### src/rtl/wishbone_master.sv
// Wishbone classic single-cycle initiator: turns one valid/ready request into one
// bus read or write and reports the result, including bus errors and timeouts, on a one-cycle strobe.
module wishbone_master #(
  parameter int ADDRESS_WIDTH = 8,
  parameter int DATA_WIDTH    = 8,
  parameter int TIMEOUT       = 255,
  parameter int TIMER_WIDTH   = 8
) (
  input  logic                     CLK_I,
  input  logic                     RST_I,
  input  logic                     req_valid,
  output logic                     req_ready,
  input  logic                     req_we,
  input  logic [ADDRESS_WIDTH-1:0] req_addr,
  input  logic [DATA_WIDTH-1:0]    req_wdata,
  output logic                     rsp_valid,
  output logic [DATA_WIDTH-1:0]    rsp_rdata,
  output logic                     rsp_err,
  output logic                     CYC_O,
  output logic                     STB_O,
  output logic                     WE_O,
  output logic [ADDRESS_WIDTH-1:0] ADR_O,
  output logic [DATA_WIDTH-1:0]    DAT_O,
  input  logic [DATA_WIDTH-1:0]    DAT_I,
  input  logic                     ACK_I,
  input  logic                     ERR_I
);

  typedef enum logic {IDLE, BUS} state_e;

  localparam bit TIMEOUT_EN = (TIMEOUT != 0);
  localparam logic [TIMER_WIDTH-1:0] TIMER_LAST =
    TIMEOUT_EN ? TIMER_WIDTH'(TIMEOUT - 1) : '0;

  state_e                   state_q, state_d;
  logic                     stb_q, stb_d;
  logic                     we_q, we_d;
  logic [ADDRESS_WIDTH-1:0] adr_q, adr_d;
  logic [DATA_WIDTH-1:0]    dat_q, dat_d;
  logic                     rsp_valid_q, rsp_valid_d;
  logic [DATA_WIDTH-1:0]    rsp_rdata_q, rsp_rdata_d;
  logic                     rsp_err_q, rsp_err_d;
  logic [TIMER_WIDTH-1:0]   timer_q, timer_d;
  logic                     timed_out;
  logic                     done;

  assign timed_out = TIMEOUT_EN && (timer_q == TIMER_LAST);

  always_comb begin
    state_d     = state_q;
    stb_d       = stb_q;
    we_d        = we_q;
    adr_d       = adr_q;
    dat_d       = dat_q;
    rsp_valid_d = 1'b0;
    rsp_rdata_d = rsp_rdata_q;
    rsp_err_d   = rsp_err_q;
    timer_d     = timer_q;
    done        = 1'b0;

    case (state_q)
      // ACK_I/ERR_I are deliberately ignored here so a late registered ACK
      // from the previous cycle cannot complete the next transaction.
      IDLE: begin
        if (req_valid) begin
          we_d    = req_we;
          adr_d   = req_addr;
          dat_d   = req_wdata;
          stb_d   = 1'b1;
          timer_d = '0;
          state_d = BUS;
        end
      end
      BUS: begin
        if (timer_q != '1) timer_d = timer_q + 1'b1;
        if (ERR_I) begin
          rsp_err_d   = 1'b1;
          rsp_rdata_d = '0;
          done        = 1'b1;
        end else if (ACK_I) begin
          rsp_err_d = 1'b0;
          if (!we_q) rsp_rdata_d = DAT_I;
          done = 1'b1;
        end else if (timed_out) begin
          rsp_err_d   = 1'b1;
          rsp_rdata_d = '0;
          done        = 1'b1;
        end
        if (done) begin
          stb_d       = 1'b0;
          rsp_valid_d = 1'b1;
          state_d     = IDLE;
        end
      end
      default: state_d = IDLE;
    endcase
  end

  always_ff @(posedge CLK_I or posedge RST_I) begin
    if (RST_I) begin
      state_q     <= IDLE;
      stb_q       <= 1'b0;
      we_q        <= 1'b0;
      adr_q       <= '0;
      dat_q       <= '0;
      rsp_valid_q <= 1'b0;
      rsp_rdata_q <= '0;
      rsp_err_q   <= 1'b0;
      timer_q     <= '0;
    end else begin
      state_q     <= state_d;
      stb_q       <= stb_d;
      we_q        <= we_d;
      adr_q       <= adr_d;
      dat_q       <= dat_d;
      rsp_valid_q <= rsp_valid_d;
      rsp_rdata_q <= rsp_rdata_d;
      rsp_err_q   <= rsp_err_d;
      timer_q     <= timer_d;
    end
  end

  assign req_ready = (state_q == IDLE);
  assign CYC_O     = stb_q;
  assign STB_O     = stb_q;
  assign WE_O      = we_q;
  assign ADR_O     = adr_q;
  assign DAT_O     = dat_q;
  assign rsp_valid = rsp_valid_q;
  assign rsp_rdata = rsp_rdata_q;
  assign rsp_err   = rsp_err_q;

endmodule

### config.mk
export PLATFORM = sky130hd
export DESIGN_NAME = wishbone_master
export DESIGN_NICKNAME = d
export VERILOG_FILES = /design/src/rtl/wishbone_master.sv
export SDC_FILE = /design/constraint.sdc
export NUM_CORES = 1
export LEC_CHECK = 0
export ABC_AREA = 0
export CAP_MARGIN = 10
export CORE_MARGIN = 1.5
export CORE_UTILIZATION = 48
export CTS_CLUSTER_DIAMETER = 80
export CTS_CLUSTER_SIZE = 25
export DETAILED_ROUTE_END_ITERATION = 10
export HOLD_SLACK_MARGIN = 0.02
export MAX_ROUTING_LAYER = met4
export PLACE_DENSITY = 0.92
export SYNTH_ARGS = -nofsm -noshare
export SYNTH_HDL_FRONTEND = slang
export SYNTH_SLANG_ARGS = --single-unit
### constraint.sdc
create_clock -name CLK_I -period 2.45 [get_ports CLK_I]
set_input_delay 0.49 -clock CLK_I [delete_from_list [all_inputs] [get_ports CLK_I]]
set_output_delay 0.49 -clock CLK_I [all_outputs]
set_load 0.1 [all_outputs]
==> results of run 1 <==
==> registers in the layout, summed over array words and instances, names as in the netlist <==
register / cells
ADR_O: 8
DAT_O: 8
rsp_rdata: 8
timer_q: 8
CYC_O: 1
WE_O: 1
rsp_err: 1
rsp_valid: 1
state_q: 1
==> cells in the mapped netlist, types with 2 or more instances <==
cell	n	area share
sky130_fd_sc_hd__clkbuf_1	3	0.0065
sky130_fd_sc_hd__o21ai_0	5	0.015
sky130_fd_sc_hd__and3_1	4	0.015
sky130_fd_sc_hd__nand2_1	6	0.013
sky130_fd_sc_hd__a221o_1	8	0.047
sky130_fd_sc_hd__buf_4	2	0.0087
sky130_fd_sc_hd__a21boi_0	7	0.031
sky130_fd_sc_hd__ha_1	2	0.015
sky130_fd_sc_hd__inv_1	3	0.0065
sky130_fd_sc_hd__nor2b_1	3	0.011
sky130_fd_sc_hd__mux2_2	17	0.11
sky130_fd_sc_hd__a21oi_1	8	0.023
sky130_fd_sc_hd__inv_2	2	0.0044
sky130_fd_sc_hd__nand4_1	3	0.011
sky130_fd_sc_hd__o22ai_1	2	0.0073
sky130_fd_sc_hd__nor3_1	2	0.0058
sky130_fd_sc_hd__nor2_1	3	0.0065
sky130_fd_sc_hd__nand3_1	3	0.0087
sky130_fd_sc_hd__buf_2	4	0.012
sky130_fd_sc_hd__dfrtp_1	37	0.54
sky130_fd_sc_hd__nor3b_1	2	0.0087
sky130_fd_sc_hd__or3_1	2	0.0073
==> critical path: cells and delay by family <==
| kind | cells | cell delay (ns) |
|---|---|---|
| simple gates | 2 | 0.94 |
| buf+inv | 1 | 0.52 |
| compound gates | 1 | 0.29 |
==> routing by layer <==
layer  wire length [um]  vias up  track usage
met5                  0        -            -
met4                144        0        0.111
met3                249       17       0.0721
met2               2050       72        0.367
met1               1590      701        0.260
li1                   -      661            -
==> final cells by class <==
class	count	area, um^2
inverters	5	18.8
flip-flops and latches	37	926
repair buffers	63	558
clock buffers	5	37.5
multi-input cells	92	717
well taps	46	57.6
fillers	247	1060
clock inverters	3	17.5
==> worst min path at each step <==
stage                  to  depth (start not counted)  slack [ns]
6_report         DAT_O[4]                          2        0.41
5_1_grt          DAT_O[4]                          2        0.43
3_3_place_gp     ADR_O[0]                          1        0.49
4_1_cts          DAT_O[4]                          2        0.41
2_1_floorplan  timer_q[4]                          1        0.50
3_5_place_dp     DAT_O[0]                          1        0.50
==> cells by family (layout without fill, tap and decap cells) <==
family,Yosys count,in the layout
multiplexers,18,18
adder cells (fa/ha/maj),2,2
buffers and inverters,15,76
AND/OR/NAND/NOR,32,32
flip-flops,37,37
AO/OA/AOI/OAI,40,40
==> power by group <==
part	total (mW)	switching, mW	internal, mW
clock network	0.309	0.200	0.108
registers	0.815	0.0937	0.721
logic	1.24	0.939	0.300
total	2.36	1.23	1.13
==> per-stage QoR <==
| stage | util | worst slack, ns | area [um^2] | cells |
|---|---|---|---|---|
| 6_report | 0.688 | 0.498 | 2330 | 251 |
| 5_1_grt | 0.688 | 0.410 | 2330 | 251 |
| 4_1_cts | 0.688 | 0.518 | 2330 | 251 |
| 3_5_place_dp | 0.672 | 0.151 | 2280 | 243 |
| 3_3_place_gp | 0.672 | 0.360 | 2280 | 243 |
| 2_1_floorplan | - | 0.604 | 1720 | 144 |
==> impl_summary.log, run 1 <==
[metrics] HPWL Detailed: 3040 um
[metrics] number of antenna violations at the first check in global routing: 0
[metrics] Critical Path Start: ACK_I
[metrics] Root Driver: sky130_fd_sc_hd__clkbuf_4
[metrics] final number of setup-violating endpoints: 0
[metrics] most common cell after layout, fill and taps aside: sky130_fd_sc_hd__dfrtp_1
[metrics] count of distinct cell types in the synthesized netlist: 38
[metrics] basic-gate share of the synthesized area counting and, or, nand and nor cells: 0.103
[metrics] outcome: finished clean
[metrics] largest family of logic cells by synthesized area: compound AO/OA/AOI/OAI gates
[metrics] Power per Cell Area: 1010 nW/um^2
[metrics] WL final: 4030 um
[metrics] effective utilization at floorplan: 0.507
[metrics] CTS Hold Bufs: 0
[metrics] highest clock rate: 512 MHz
[metrics] final-layout worst hold slack: 0.410 ns
[metrics] width of the die: 62.8 um
[metrics] IO Port Bufs: 59
[metrics] clock latency at the later pin of the worst-skew pair: 0.34 ns
[metrics] Max rail drop VDD: 0.611 mV
[metrics] Clock Pin Slew Worst Setup and Hold Paths: 0.11 ns
[metrics] Routability Congestion: 0.773
[metrics] critical path endpoint: rsp_rdata[4]
[metrics] number of standard-cell rows in the floorplan: 21
[metrics] CP max stage cell: sky130_fd_sc_hd__nor3b_1
[metrics] number of placed I/O pins: 60
[metrics] placeable core region: 3390 um^2
[metrics] number of enable-type register cells in the synthesized netlist: 0
[metrics] share of the synthesized area in compound gates (AO/OA/AOI/OAI): 0.182
[metrics] Leakage: 1.02 nW
[metrics] Post-CTS Setup Inserts: 0
[metrics] initial DRC count: 110
[metrics] startpoint class of the critical path: primary input
[metrics] hold violation count in the final report: 0
[metrics] share of flip-flops with an asynchronous set or reset: 1.00
[metrics] 1st-pass router iterations: 4
[metrics] largest net degree at the start of global routing: 29
[metrics] combined global-route utilization of all metal layers: 0.229
[metrics] worst path cell trace: clkdlybuf4s50_1 -> nor2b_1 -> nor3b_1 -> a221o_1
[metrics] xor and xnor area share after synthesis: 0
[metrics] FF-to-FF path depth: 3
[metrics] dominant synthesized flop cell: sky130_fd_sc_hd__dfrtp_1
[metrics] arrival time worst endpoint: 2.23 ns
[metrics] relative slew slack: 0.412
[metrics] Avg WL per Cell: 16.1 um
[metrics] die outline area: 3950 um^2
[metrics] DRT antenna net count: 0
[metrics] global-route wire length before repair: 6670 um
[metrics] CTS tree: done
[metrics] unrepaired setup endpoints after global routing: false
[metrics] mux contribution to synthesized area: 0.117
[metrics] Syn Inst Count: 144
[metrics] via-per-instance ratio: 5.78
[metrics] total standard cell area after synthesis: 1720 um^2
[metrics] detailed-route via count: 1451
[metrics] number of nets at the end of the flow: 236
[metrics] critical path endpoint category: register
[metrics] Reg-to-Reg Start: timer_q[3]
[metrics] post-synthesis to final-layout area growth: 35.7%
[metrics] Synth Area in Adders: 0.0146
[metrics] average footprint of a synthesized cell: 11.9 um^2
[metrics] top library cells by usage in the layout, fill and taps aside: sky130_fd_sc_hd__dfrtp_1 (37), sky130_fd_sc_hd__buf_4 (33), sky130_fd_sc_hd__clkdlybuf4s50_1 (29)
[metrics] Synth warnings: 0
[metrics] net count after synthesis: 176
[metrics] worst-case clock skew: 0.00936 ns
[metrics] required time reported for the critical path endpoint: 2.73 ns
[metrics] TritonCTS buffer count: 5
[metrics] worst r2r dst: rsp_rdata[4]
[metrics] # Max-Cap Violations: 0
[metrics] final critical path time including I/O delays and setup: 1.95 ns
[metrics] clk sink count: 37
[metrics] Synth Register Bits: 37
[metrics] worst-case register-to-register setup slack: 0.71 ns
[metrics] biggest cell delay along the critical path: 0.74 ns
[metrics] number of buffers between clock root and the deepest sink: 2
[metrics] Worst-Margin Slew: 0.880 ns
[metrics] share of synthesized area occupied by flip-flops and latches: 0.539
[metrics] DRC violation count after routing: 0
[metrics] grt total ovfl: 0
[metrics] setup total negative slack: 0 ns
[metrics] class of the tightest hold or removal check: primary input to async pin
[metrics] vertical die dimension: 62.8 um
[metrics] Setup Crit Path Kind: primary input to register
[metrics] fin. max-slew vios: 0
[metrics] count of antenna diodes in the layout: 0
[metrics] Max H-tree Level: 2
[metrics] period utilization: 0.797
[metrics] share of final-layout standard cells stronger than drive strength 1: 0.312
[metrics] total chip power: 2.36 mW
[metrics] number of instances resized during post-cts repair: 0
[metrics] largest fanout on the critical path: 7
[metrics] via count of the first global-routing pass: 1469
Power figures use the tool's default switching activity.
==> run 2: changes to the inputs <==
--- a/config.mk
+++ b/config.mk
@@ -8,13 +8,13 @@
 export ABC_AREA = 0
 export CAP_MARGIN = 10
 export CORE_MARGIN = 1.5
-export CORE_UTILIZATION = 48
+export CORE_UTILIZATION = 40
 export CTS_CLUSTER_DIAMETER = 80
 export CTS_CLUSTER_SIZE = 25
 export DETAILED_ROUTE_END_ITERATION = 10
 export HOLD_SLACK_MARGIN = 0.02
 export MAX_ROUTING_LAYER = met4
-export PLACE_DENSITY = 0.92
+export PLACE_DENSITY = 0.83
 export SYNTH_ARGS = -nofsm -noshare
 export SYNTH_HDL_FRONTEND = slang
 export SYNTH_SLANG_ARGS = --single-unit
==> constraint.sdc (replaced) <==
create_clock -name CLK_I -period 1.71 [get_ports CLK_I]
set_input_delay 0.342 -clock CLK_I [delete_from_list [all_inputs] [get_ports CLK_I]]
set_output_delay 0.342 -clock CLK_I [all_outputs]
set_load 0.1 [all_outputs]
==> run 2 against run 1 <==
  * Design area rose by 21%
  * Cell count is 4.0% higher
  * Utilization increased by 0.63 points
  * Combinational power grew 76%
  * Count of clock-buffer cells in the layout up 1
  * Setup slack got worse by 0.30 ns
  * Sequential share of layout area is 6.8 points lower
  * Via count down 0.55%
  * Sequential power grew 53%
  * Critical path depth down 1
  * Clock power grew 100%
  * Critical path type is now register to primary output
  * Largest power group unchanged
==> impl_summary.log, run 2 (same netlist as run 1, synthesis figures left out) <==
[metrics] relative slew slack: 0.700
[metrics] number of buffers between clock root and the deepest sink: 2
[metrics] number of placed I/O pins: 60
[metrics] number of placed cells counting well taps: 254
[metrics] Net Sw Frac: 0.463
[metrics] clk sink count: 37
[metrics] TritonCTS buffer count: 5
[metrics] share of final-layout standard cells stronger than drive strength 1: 0.336
[metrics] detailed-route via count: 1443
[metrics] Power per Cell Area: 1440 nW/um^2
[metrics] vertical die dimension: 68.6 um
[metrics] Reg power frac: 0.308
[metrics] fin worst setup slack: 0.202 ns
[metrics] via count of the first global-routing pass: 1480
[metrics] arrival time worst endpoint: 1.17 ns
[metrics] Max H-tree Level: 2
[metrics] number of antenna violations at the first check in global routing: 0
[metrics] global-route wire length before repair: 6880 um
[metrics] final number of setup-violating endpoints: 0
[metrics] register area: 926 um^2
[metrics] critical path endpoint category: primary output
[metrics] class of the tightest hold or removal check: primary input to async pin
[metrics] width of the die: 68.6 um
[metrics] Root Driver: sky130_fd_sc_hd__clkbuf_8
[metrics] Setup Crit Path Kind: register to primary output
[metrics] DRT antenna net count: 0
[metrics] most common cell after layout, fill and taps aside: sky130_fd_sc_hd__dfrtp_1
[metrics] Worst-Margin Slew: 0.448 ns
[metrics] final critical path time including I/O delays and setup: 1.51 ns
[metrics] die outline area: 4700 um^2
[metrics] grt total ovfl: 0
[metrics] CTS Hold Bufs: 0
[metrics] worst path cell trace: inv_2 -> buf_4 -> buf_12
[metrics] unrepaired setup endpoints after global routing: false
[metrics] worst-case clock skew: 0.00214 ns
[metrics] Layout fillers: 273
[metrics] CP max stage cell: sky130_fd_sc_hd__dfrtp_1
[metrics] startpoint class of the critical path: register
[metrics] final core occ: 0.694
[metrics] number of standard-cell rows in the floorplan: 23
[metrics] period utilization: 0.882
[metrics] internal power: 2.17 mW
[metrics] number of nets at the end of the flow: 243
[metrics] pre-CTS WS: -0.337 ns
[metrics] Leakage: 1.20 nW
[metrics] outcome: finished clean
[metrics] IO Port Bufs: 59
[metrics] initial DRC count: 71
[metrics] biggest cell delay along the critical path: 0.42 ns
[metrics] Avg WL per Cell: 15.6 um
[metrics] DRC violation count after routing: 0
[metrics] CTS tree: done
[metrics] clock latency at the later pin of the worst-skew pair: 0.29 ns
[metrics] top library cells by usage in the layout, fill and taps aside: sky130_fd_sc_hd__dfrtp_1 (37), sky130_fd_sc_hd__buf_12 (32), sky130_fd_sc_hd__clkdlybuf4s50_1 (29)
[metrics] count of antenna diodes in the layout: 0
[metrics] Clock Pin Slew Worst Setup and Hold Paths: 0.07 ns
[metrics] required time reported for the critical path endpoint: 1.37 ns
[metrics] Post-CTS Setup Inserts: 0
[metrics] largest net degree at the start of global routing: 38
[metrics] # Max-Cap Violations: 0
[metrics] Net Switching: 1.87 mW
[metrics] Logic pwr share: 0.538
[metrics] post-synthesis to final-layout area growth: 63.9%
[metrics] Routability Congestion: 0.822
[metrics] combined global-route utilization of all metal layers: 0.205
[metrics] Max rail drop VDD: 1.07 mV
[metrics] area of the multi-input gates: 722 um^2
[metrics] placeable core region: 4060 um^2
[metrics] HPWL Detailed: 3090 um
[metrics] largest fanout on the critical path: 6
[metrics] setup total negative slack: 0 ns
[metrics] 1st-pass router iterations: 4
[metrics] final design instance area without fill: 2820 um^2
[metrics] via-per-instance ratio: 5.53
[metrics] fin. max-slew vios: 0
[metrics] highest clock rate: 663 MHz
[metrics] fraction of power consumed by the clock network: 0.154
[metrics] post-route non-filler standard cell count: 261
[metrics] WL final: 4070 um
[metrics] effective utilization at floorplan: 0.424
[metrics] hold violation count in the final report: 0
[metrics] instance area at placement: 2720 um^2
==> run 2: cell types whose count changed in the layout (fill, tap and decap cells not counted), sizes merged <==
cell,change
buf,+7
clkinv,-2
clkbuf,+1
==> run 2: final timing paths <==
kind | startpoint | end | slack (ns) | depth (start not counted)
setup / recovery | state_q | req_ready | 0.20 | 3
hold / removal | RST_I | ADR_O[6] | 0.40 | 3
setup reg to reg | timer_q[0] | rsp_rdata[6] | 0.22 | 4
hold reg to reg | timer_q[4] | timer_q[4] | 0.55 | 1
max in group asynchronous | RST_I | CYC_O | 1.12 | 3
min in group CLK_I | timer_q[4] | timer_q[4] | 0.55 | 1
==> run 2: repair_timing <==
action | 4_1_cts | 5_1_grt
endpoints found under the setup margin | 7 | 0
gates resized for setup | 1 | 0
endpoints found under the hold margin | 0 | 0
==> run 2: through the flow <==
stage               power [mW]  hold WS [ns]
floorplan                 2.54         0.446
CTS                       4.07         0.402
finish                    4.05         0.400
global placement          3.41         0.534
detailed placement        3.44         0.549
global route              4.20         0.424
==> run 2: routing by layer <==
| layer | vias to the layer above | wire (um) | global-route usage | part of all wire |
|---|---|---|---|---|
| met2 | 49 | 2110 | 0.332 | 0.52 |
| met4 | 0 | 58 | 0.0625 | 0.014 |
| met1 | 713 | 1670 | 0.251 | 0.41 |
| li1 | 674 | - | - | - |
| met5 | - | 0 | - | 0 |
| met3 | 7 | 230 | 0.0568 | 0.057 |
==> run 2: power groups by stage <==
stage,registers (mW),logic [mW],clock network (mW)
floorplan,2.19,0.351,0
global placement,1.25,2.16,0
detailed placement,1.26,2.19,0
CTS,1.25,2.19,0.634
global route,1.27,2.24,0.681
finish,1.25,2.18,0.623
==> run 2: layout make-up <==
class,instances,area share
timing repair buffer,70,0.354
tap,50,0.0222
inverter,5,0.00666
sequential,37,0.329
clock inverter,1,0.00266
multi-input combinational,92,0.256
clock buffer,6,0.0293
==> run 2: worst max-delay path: cells and delay by family (launching register included) <==
family | cells | cell delay [ns]
DFF | 1 | 0.42
buffers and inverters | 3 | 0.46
